--- src/rtl/eer_pkg.sv ---
// Shared types for the EER transmit path: packet fields, packet types and framing lengths.
// Optional feature macro: PKT_CHECKSUM_EN adds a trailing XOR checksum word.
package eer_pkg;

  localparam int WORD_WIDTH = 16;

  typedef enum logic [2:0] {
    PKT_HB      = 3'd0,
    PKT_CHE     = 3'd1,
    PKT_INV     = 3'd2,
    PKT_JOIN    = 3'd3,
    PKT_DATA    = 3'd4,
    PKT_TIMEOUT = 3'd5
  } pktType_e;

  typedef struct packed {
    logic [2:0]            packetType;
    logic [WORD_WIDTH-1:0] sourceId;
    logic [WORD_WIDTH-1:0] destinationId;
    logic [WORD_WIDTH-1:0] sourceHops;
    logic [WORD_WIDTH-1:0] qValue;
    logic [WORD_WIDTH-1:0] energyLeft;
    logic [WORD_WIDTH-1:0] chosenCh;
    logic [WORD_WIDTH-1:0] hopsFromCh;
  } pktFields_t;

`ifdef PKT_CHECKSUM_EN
  localparam logic [7:0] LEN_HB   = 8'd7;
  localparam logic [7:0] LEN_FULL = 8'd9;
  typedef enum logic [1:0] {IDLE, SEND, CSUM} txState_e;
`else
  localparam logic [7:0] LEN_HB   = 8'd6;
  localparam logic [7:0] LEN_FULL = 8'd8;
  typedef enum logic [1:0] {IDLE, SEND} txState_e;
`endif

endpackage

--- src/rtl/pkt_slot.sv ---
// One packet buffer: the captured field struct plus its occupancy bit.
// Load wins over clear so a slot can be emptied and refilled in the same cycle.
module pkt_slot
  import eer_pkg::*;
(
  input  logic       clk,
  input  logic       nrst,
  input  logic       load,
  input  logic       clear,
  input  pktFields_t loadData,
  output pktFields_t data,
  output logic       valid
);

  always_ff @(posedge clk or negedge nrst) begin
    if (!nrst) begin
      data  <= '0;
      valid <= 1'b0;
    end else if (load) begin
      data  <= loadData;
      valid <= 1'b1;
    end else if (clear) begin
      valid <= 1'b0;
    end
  end

endmodule

--- src/rtl/packet_generator.sv ---
// Frames captured reward fields into a 16-bit valid/ready word stream, with a one-deep pending slot.
// Optional feature macro: PKT_CHECKSUM_EN appends an XOR checksum word carrying EOP.
module packet_generator
  import eer_pkg::*;
#(
  parameter int WORD_WIDTH = eer_pkg::WORD_WIDTH
) (
  input  logic                  clk,
  input  logic                  nrst,
  input  logic                  reward_done,
  input  logic [2:0]            rPacketType,
  input  logic [WORD_WIDTH-1:0] rSourceID,
  input  logic [WORD_WIDTH-1:0] rDestinationID,
  input  logic [WORD_WIDTH-1:0] rSourceHops,
  input  logic [WORD_WIDTH-1:0] rQValue,
  input  logic [WORD_WIDTH-1:0] rEnergyLeft,
  input  logic [WORD_WIDTH-1:0] rChosenCH,
  input  logic [WORD_WIDTH-1:0] rHopsFromCH,
  output logic [WORD_WIDTH-1:0] tx_data,
  output logic                  tx_valid,
  input  logic                  tx_ready,
  output logic                  tx_sop,
  output logic                  tx_eop,
  output logic                  busy,
  output logic                  tx_done,
  output logic                  pkt_drop
);

  txState_e   state, stateNext;
  logic [3:0] wordIdx, wordIdxNext;
  pktFields_t newFields, actData, pendData, actLoadData;
  logic       actValid, pendValid;
  logic       actLoad, pendLoad, drop;
  logic       isHb, lastField, handshake, finalHs;
  logic [7:0] lenByte;

  assign newFields = '{packetType: rPacketType, sourceId: rSourceID,
                       destinationId: rDestinationID, sourceHops: rSourceHops,
                       qValue: rQValue, energyLeft: rEnergyLeft,
                       chosenCh: rChosenCH, hopsFromCh: rHopsFromCH};

  assign isHb      = (actData.packetType == PKT_HB);
  assign lenByte   = isHb ? LEN_HB : LEN_FULL;
  assign lastField = (wordIdx == (isHb ? 4'd5 : 4'd7));
  assign handshake = tx_valid && tx_ready;
  assign finalHs   = handshake && tx_eop;

  // At the final handshake the pending packet (if any) is promoted and a coincident
  // capture refills whichever slot is free, so nothing is dropped in that cycle.
  always_comb begin
    actLoad     = 1'b0;
    pendLoad    = 1'b0;
    drop        = 1'b0;
    actLoadData = newFields;
    if (finalHs) begin
      actLoad  = pendValid || reward_done;
      pendLoad = pendValid && reward_done;
      if (pendValid) actLoadData = pendData;
    end else if (reward_done) begin
      actLoad  = !actValid;
      pendLoad = actValid && !pendValid;
      drop     = actValid && pendValid;
    end
  end

  pkt_slot activeSlot (
    .clk(clk), .nrst(nrst), .load(actLoad), .clear(finalHs),
    .loadData(actLoadData), .data(actData), .valid(actValid)
  );

  pkt_slot pendingSlot (
    .clk(clk), .nrst(nrst), .load(pendLoad), .clear(finalHs),
    .loadData(newFields), .data(pendData), .valid(pendValid)
  );

  always_ff @(posedge clk or negedge nrst) begin
    if (!nrst) begin
      state    <= IDLE;
      wordIdx  <= 4'd0;
      busy     <= 1'b0;
      tx_done  <= 1'b0;
      pkt_drop <= 1'b0;
    end else begin
      state    <= stateNext;
      wordIdx  <= wordIdxNext;
      busy     <= actLoad || pendLoad || (actValid && !finalHs) || (pendValid && !finalHs);
      tx_done  <= finalHs;
      pkt_drop <= drop;
    end
  end

  always_comb begin
    stateNext   = state;
    wordIdxNext = wordIdx;
    case (state)
      IDLE: begin
        if (actLoad) begin
          stateNext   = SEND;
          wordIdxNext = 4'd0;
        end
      end
      SEND: begin
        if (handshake) begin
          if (lastField) begin
            wordIdxNext = 4'd0;
`ifdef PKT_CHECKSUM_EN
            stateNext   = CSUM;
`else
            stateNext   = actLoad ? SEND : IDLE;
`endif
          end else begin
            wordIdxNext = wordIdx + 4'd1;
          end
        end
      end
`ifdef PKT_CHECKSUM_EN
      CSUM: begin
        if (handshake) begin
          stateNext   = actLoad ? SEND : IDLE;
          wordIdxNext = 4'd0;
        end
      end
`endif
      default: begin
        stateNext   = IDLE;
        wordIdxNext = 4'd0;
      end
    endcase
  end

  // Outputs decode straight from registered state, so they hold through stalls
  // and drop to zero the moment reset is asserted.
  always_comb begin
    tx_data  = '0;
    tx_valid = (state != IDLE);
    tx_sop   = (state == SEND) && (wordIdx == 4'd0);
`ifdef PKT_CHECKSUM_EN
    tx_eop   = (state == CSUM);
`else
    tx_eop   = (state == SEND) && lastField;
`endif
    if (state == SEND) begin
      case (wordIdx)
        4'd0:    tx_data = {actData.packetType, 5'b0, lenByte};
        4'd1:    tx_data = actData.sourceId;
        4'd2:    tx_data = actData.destinationId;
        4'd3:    tx_data = actData.sourceHops;
        4'd4:    tx_data = actData.qValue;
        4'd5:    tx_data = actData.energyLeft;
        4'd6:    tx_data = actData.chosenCh;
        4'd7:    tx_data = actData.hopsFromCh;
        default: tx_data = '0;
      endcase
    end
`ifdef PKT_CHECKSUM_EN
    else if (state == CSUM) begin
      tx_data = {actData.packetType, 5'b0, lenByte} ^ actData.sourceId ^
                actData.destinationId ^ actData.sourceHops ^ actData.qValue ^
                actData.energyLeft ^
                (isHb ? '0 : (actData.chosenCh ^ actData.hopsFromCh));
    end
`endif
  end

endmodule

--- config.mk ---
export PLATFORM = sky130hd
export DESIGN_NAME = packet_generator
export DESIGN_NICKNAME = d
export VERILOG_FILES = /design/src/rtl/eer_pkg.sv /design/src/rtl/pkt_slot.sv /design/src/rtl/packet_generator.sv
export SDC_FILE = /design/constraint.sdc
export NUM_CORES = 1
export LEC_CHECK = 0
export ABC_AREA = 1
export CAP_MARGIN = 20
export CORE_MARGIN = 3
export CORE_UTILIZATION = 50
export DETAILED_ROUTE_END_ITERATION = 10
export PLACE_DENSITY = 0.77
export SLEW_MARGIN = 10
export SYNTH_ARGS = -nofsm -noshare
export SYNTH_HDL_FRONTEND = slang
export SYNTH_SLANG_ARGS = --single-unit
--- constraint.sdc ---
create_clock -name clk -period 4.45 [get_ports clk]
set_input_delay 0.6675 -clock clk [delete_from_list [all_inputs] [get_ports clk]]
set_output_delay 0.6675 -clock clk [all_outputs]
set_load 0.01 [all_outputs]
Word-level counts from Yosys, hierarchy flattened. Cells that the tools add are included.

Bits in registers: 241. Bits of input ports: 119. Output and inout bits: 22. Logic and storage cells: 84.

Multiplexer cells: 24. Add/subtract/negate cells: 1. Equal/unequal tests: 12. Reduce and logical (&&, ||, !) cells: 24.

Operators with widths (count): two-way mux 115 bit (2); one-hot mux 16 bit (8 select lines) (1); equality test 4 x 3 -> 1 bit (second input constant) (4); two-way mux 16 bit (1); two-way mux 4 bit (4); two-way mux 1 bit (10); logical AND 1 bit (9); equality test 4 x 2 -> 1 bit (second input constant) (2); two-way mux 2 bit (4); one-hot mux 4 bit (2 select lines) (1); inequality test 2 bit (second input constant) (3); nonzero test 2 bit (3); adder 4 x 1 -> 4 bit (second input constant) (1); equality test 4 x 1 -> 1 bit (second input constant) (1); equality test 4 x 3 -> 1 bit (1); logical NOT 4 bit (1); logical OR 1 bit (4); one-hot mux 2 bit (2 select lines) (1); logical NOT 1 bit (3); logical NOT 3 bit (1); AND reduction 3 bit (1); equality test 2 x 1 -> 1 bit (second input constant) (1); logical NOT 2 bit (1); AND reduction 2 bit (1).

Logic depth before layout (Yosys ltp).
Depth after elaboration: 10. Gate-level depth with buffers: 12. Gate-level depth less buffers: 10.

By module. Synthesis repeated with hierarchy kept, for this count alone.

Cell total of the unflattened synthesis: 1628. Area, all modules: 11853.9 sq um.

By module, submodules not included: pkt_slot (seq. area each 2902.8 sq um, area an instance 4385.5 sq um, cells each 490, times used 2); packet_generator (seq. area each 200.2 sq um, area an instance 3083.0 sq um, cells each 648, times used 1).

Worst setup path before layout. Ideal clock, no wire load.

Path kind: register -> output. From: register wordIdx[1]. To: output port tx_data[4]. Path slack: 2.114 ns. Arrival: 1.668 ns. Stages on the path, launching flop included: 9. Required time: 3.783 ns. Path buffers: 1. Path through: dfrtp_1 -> inv_1 -> ha_1 -> nor3b_2 -> clkbuf_1 -> nand2_1 -> nand2_1 -> nor2_1 -> a31oi_1.

Word-level cells in the longest chain between the ends: 3.

RTL lines: from (decl) (line packet_generator.sv:30) `logic [3:0] wordIdx, wordIdxNext;`; from (signal assigned) (line packet_generator.sv:85) `wordIdx <= wordIdxNext;`; equality test 4 x 3 -> 1 bit (tied with other cells) (line packet_generator.sv:143) `case (wordIdx)`; one-hot mux 16 bit (8 select lines) (*) (line packet_generator.sv:143); two-way mux 16 bit (*) (line packet_generator.sv:142) `if (state == SEND) begin`; to (decl) (line packet_generator.sv:19) `output logic [WORD_WIDTH-1:0] tx_data,`.

Every way passes the cells marked *; elsewhere a longest branch is shown, timed or not.

Final worst setup path.
From: register wordIdx[0]. To: output port tx_data[6].

The elaborated chain is that of the path after synthesis.

==> run_results.csv <==
group,metric,value,unit
clocking,clock_latency,0.52,ns
global_routing,grt_max_degree,169,
timing,fmax,250.3,MHz
detailed_routing,routedWlPerCell,15.59,um
setup_path,rrSetupSlack,1.90,ns
clocking,cts_hold_buf,0,
synthesis,async_flop_share,100.0,%
setup_path,cp.arrival,3.33,ns
timing,finClkSkew,0.01633,ns
detailed_routing,vias,10279,
run_status,status,"completed",
synthesis,netlist-cell-type-count,34,
setup_path,cp-end-kind,"primary output",
floorplanning,die-area,0.02517,mm2
clocking,clock-root-buffer,"clkbuf_16",
setup_path,r2r_start,"state[0]$_DFFE_PN0P_",
global_routing,overflow,0,
timing,maxSlewViolCount,0,
worst_hold_path,hold_path_class,"in2async",
detailed_routing,final_antenna_net_count,0,
setup_path,crit_path_start_kind,"register",
clocking,cts_tree,"built",
job,maxCapViolations,0,
floorplanning,pin_count,141,
floorplanning,initial_core_util,51.16,%
synthesis,ys_ff_latch,240,
place,hpwl,20920,um
detailed_routing,detail_route.vias_per_cell,5.158,
pwr,combPwrFrac,34.4,%
pwr,switching_power,0.003539,W
pwr,p_per_area,668.3,mW/mm2
global_routing,grt_usage,24.63,%
synthesis,synth_edf_count,0,
layout,n_fill_cell,1989,
setup_path,cp.required,3.78,ns
layout,syn_to_final_growth,18.93,%
detailed_routing,wirelength,31060,um
synthesis,yosysTopAreaCell,"dfrtp_1",
synthesis,avgSynthCellArea,7.427,um2
timing,whs,0.2197,ns
pwr,clockPowerShare,23.0,%
timing,rsz0062_at_grt,"false",
timing,setup_tns,0,ns
layout,nets,1787,
synthesis,synth_cells,1569,
setup_path,reg2regPathDepth,8,
detailed_routing,drc,0,
timing,max_slew_margin,34.93,%
floorplanning,die_w,158.7,um
global_routing,grt_pass1_wl,49700,um
timing,period_minus_slack,3.995,ns
synthesis,synth_area,0.01165,mm2
setup_path,reg2reg_to,"activeSlot.data[1]$_DFFE_PN0P_",
detailed_routing,drtPass1Iterations,8,
detailed_routing,drtIter0Drc,1088,
floorplanning,core_area,0.02278,mm2
synthesis,seq_area_frac_synth,51.54,%
pwr,p_int,0.005722,W
synthesis,syn-num-nets,1692,
global_routing,grt_pass1_vias,9504,
clocking,cts_buffers,25,
clocking,post_cts_buffers,0,
setup_path,cp_max_fo,16,
setup_path,path_class,"reg2out",
layout,final_common_cell,"nand2_1",
setup_path,startpoint,"wordIdx[0]$_DFFE_PN0P_",
floorplanning,rows,55,
global_routing,antenna_found_initial,0,
clocking,clk_path_buf_depth,3,
layout,multi_input_area,0.004760,mm2
clocking,htree_levels,1,
synthesis,ys_warn_count,0,
clocking,clock_sinks,240,
synthesis,synthTopCellsByArea,"dfrtp_1, nand2_1, inv_1, o21ai_0, o21ai_1",
layout,antenna_cells,0,
layout,most-common-layout-cells,"nand2_1, dfrtp_1, clkdlybuf4s50_1",
pwr,vdd_drop_max,0.0003386,V
place,port-buffer-count,140,
timing,finalCritPeriodShare,89.77,%
timing,hold_viol,0,
synthesis,synth_ff_type,"dfrtp_1",
timing,setup_violations,0,
floorplanning,die_h,158.7,um
place,gp_congestion,0.9509,
pwr,p_seq_share,42.6,%
clocking,clk_pin_slew,0.06,ns
pwr,p_leak,7.270,nW
layout,regArea,0.006006,mm2
timing,worstMarginPinSlew,0.9717,ns
layout,layout-drive-gt1-share,3.988,%
pwr,swShare,38.22,%
clocking,ctsResizeCount,0,
synthesis,netlist.area_leader.share,51.54,%
==> power by group through the flow <==
stage | clock [W] | combinational [W] | sequential, W
2_1_floorplan | 0 | 0.00229 | 0.00363
3_3_place_gp | 0 | 0.00306 | 0.00392
3_5_place_dp | 0 | 0.00315 | 0.00392
4_1_cts | 0.00216 | 0.00318 | 0.00391
5_1_grt | 0.00226 | 0.00360 | 0.00403
6_report | 0.00213 | 0.00318 | 0.00395
==> registers in the layout (all words and copies together) (netlist names) <==
register,cells
wordIdx,4
pendingSlot.valid,1
activeSlot.data,115
tx_done,1
busy,1
state,1
pendingSlot.data,115
activeSlot.valid,1
pkt_drop,1
==> worst max-delay path, stage by stage, from the launching register on <==
cell and delay (ns):
dfrtp_1 0.42, inv_1 0.18, ha_1 0.52, nand2_1 0.11, inv_1 0.39, nand2_1 0.12
nand3_1 0.11, nor2_1 0.05, a31oi_1 0.28, clkdlybuf4s50_1 0.62
==> cell usage after synthesis, drive strengths merged, types with 2 or more instances <==
cell / instances
a211oi: 3
a21oi: 11
a31oi: 7
buf: 73
clkbuf: 11
clkinv: 2
dfrtp: 240
ha: 4
inv: 80
nand2: 953
nand3: 34
nand4: 9
nor2: 22
o2111ai: 2
o21a: 5
o21ai: 108
==> cell type report <==
cell class / count / area share (%)
inverter: 82 / 2.239
tap: 313 / 2.826
clock buffer: 34 / 5.119
timing repair buffer: 152 / 11.25
multi-input combinational: 1163 / 34.34
sequential: 240 / 43.34
clock inverter: 9 / 0.8848
==> per-stage QoR <==
step | cells | utilization [%] | worst slack [ns] | cell area (um2) | total power, W
finish | 1993 | 60.84 | 0.4554 | 13860 | 0.009261
detailed placement | 1949 | 57.10 | 1.137 | 13010 | 0.007073
CTS | 1992 | 60.75 | 0.5767 | 13840 | 0.009249
floorplan | 1569 | - | 2.114 | 11650 | 0.005920
global placement | 1949 | 57.10 | 1.187 | 13010 | 0.006981
global route | 1993 | 60.84 | 0.3173 | 13860 | 0.009888
==> layer usage <==
layer,up-vias,global-route usage (%),share of wire (%)
met2,426,37.34,45
met1,4773,36.09,44
met4,0,8.726,3.5
met3,88,3.996,7.6
met5,-,0,0
li1,4992,-,-
==> how the worst max path moves through the flow <==
| stage | end | slack [ns] |
|---|---|---|
| floorplan | tx_data[4] | 2.11 |
| global placement | tx_data[5] | 1.19 |
| detailed placement | tx_data[5] | 1.14 |
| CTS | tx_data[6] | 0.58 |
| global route | tx_data[6] | 0.32 |
| finish | tx_data[6] | 0.46 |
==> kinds of logic after synthesis <==
kind of cell | share of synthesized area (%)
AO/OA/AOI/OAI | 6.303
XOR/XNOR | 0.1504
adder cells (fa/ha/maj) | 0.4295
buffers and inverters | 7.656
flip-flops | 51.54
AND/OR/NAND/NOR | 33.92
Power figures use the tool's default switching activity.
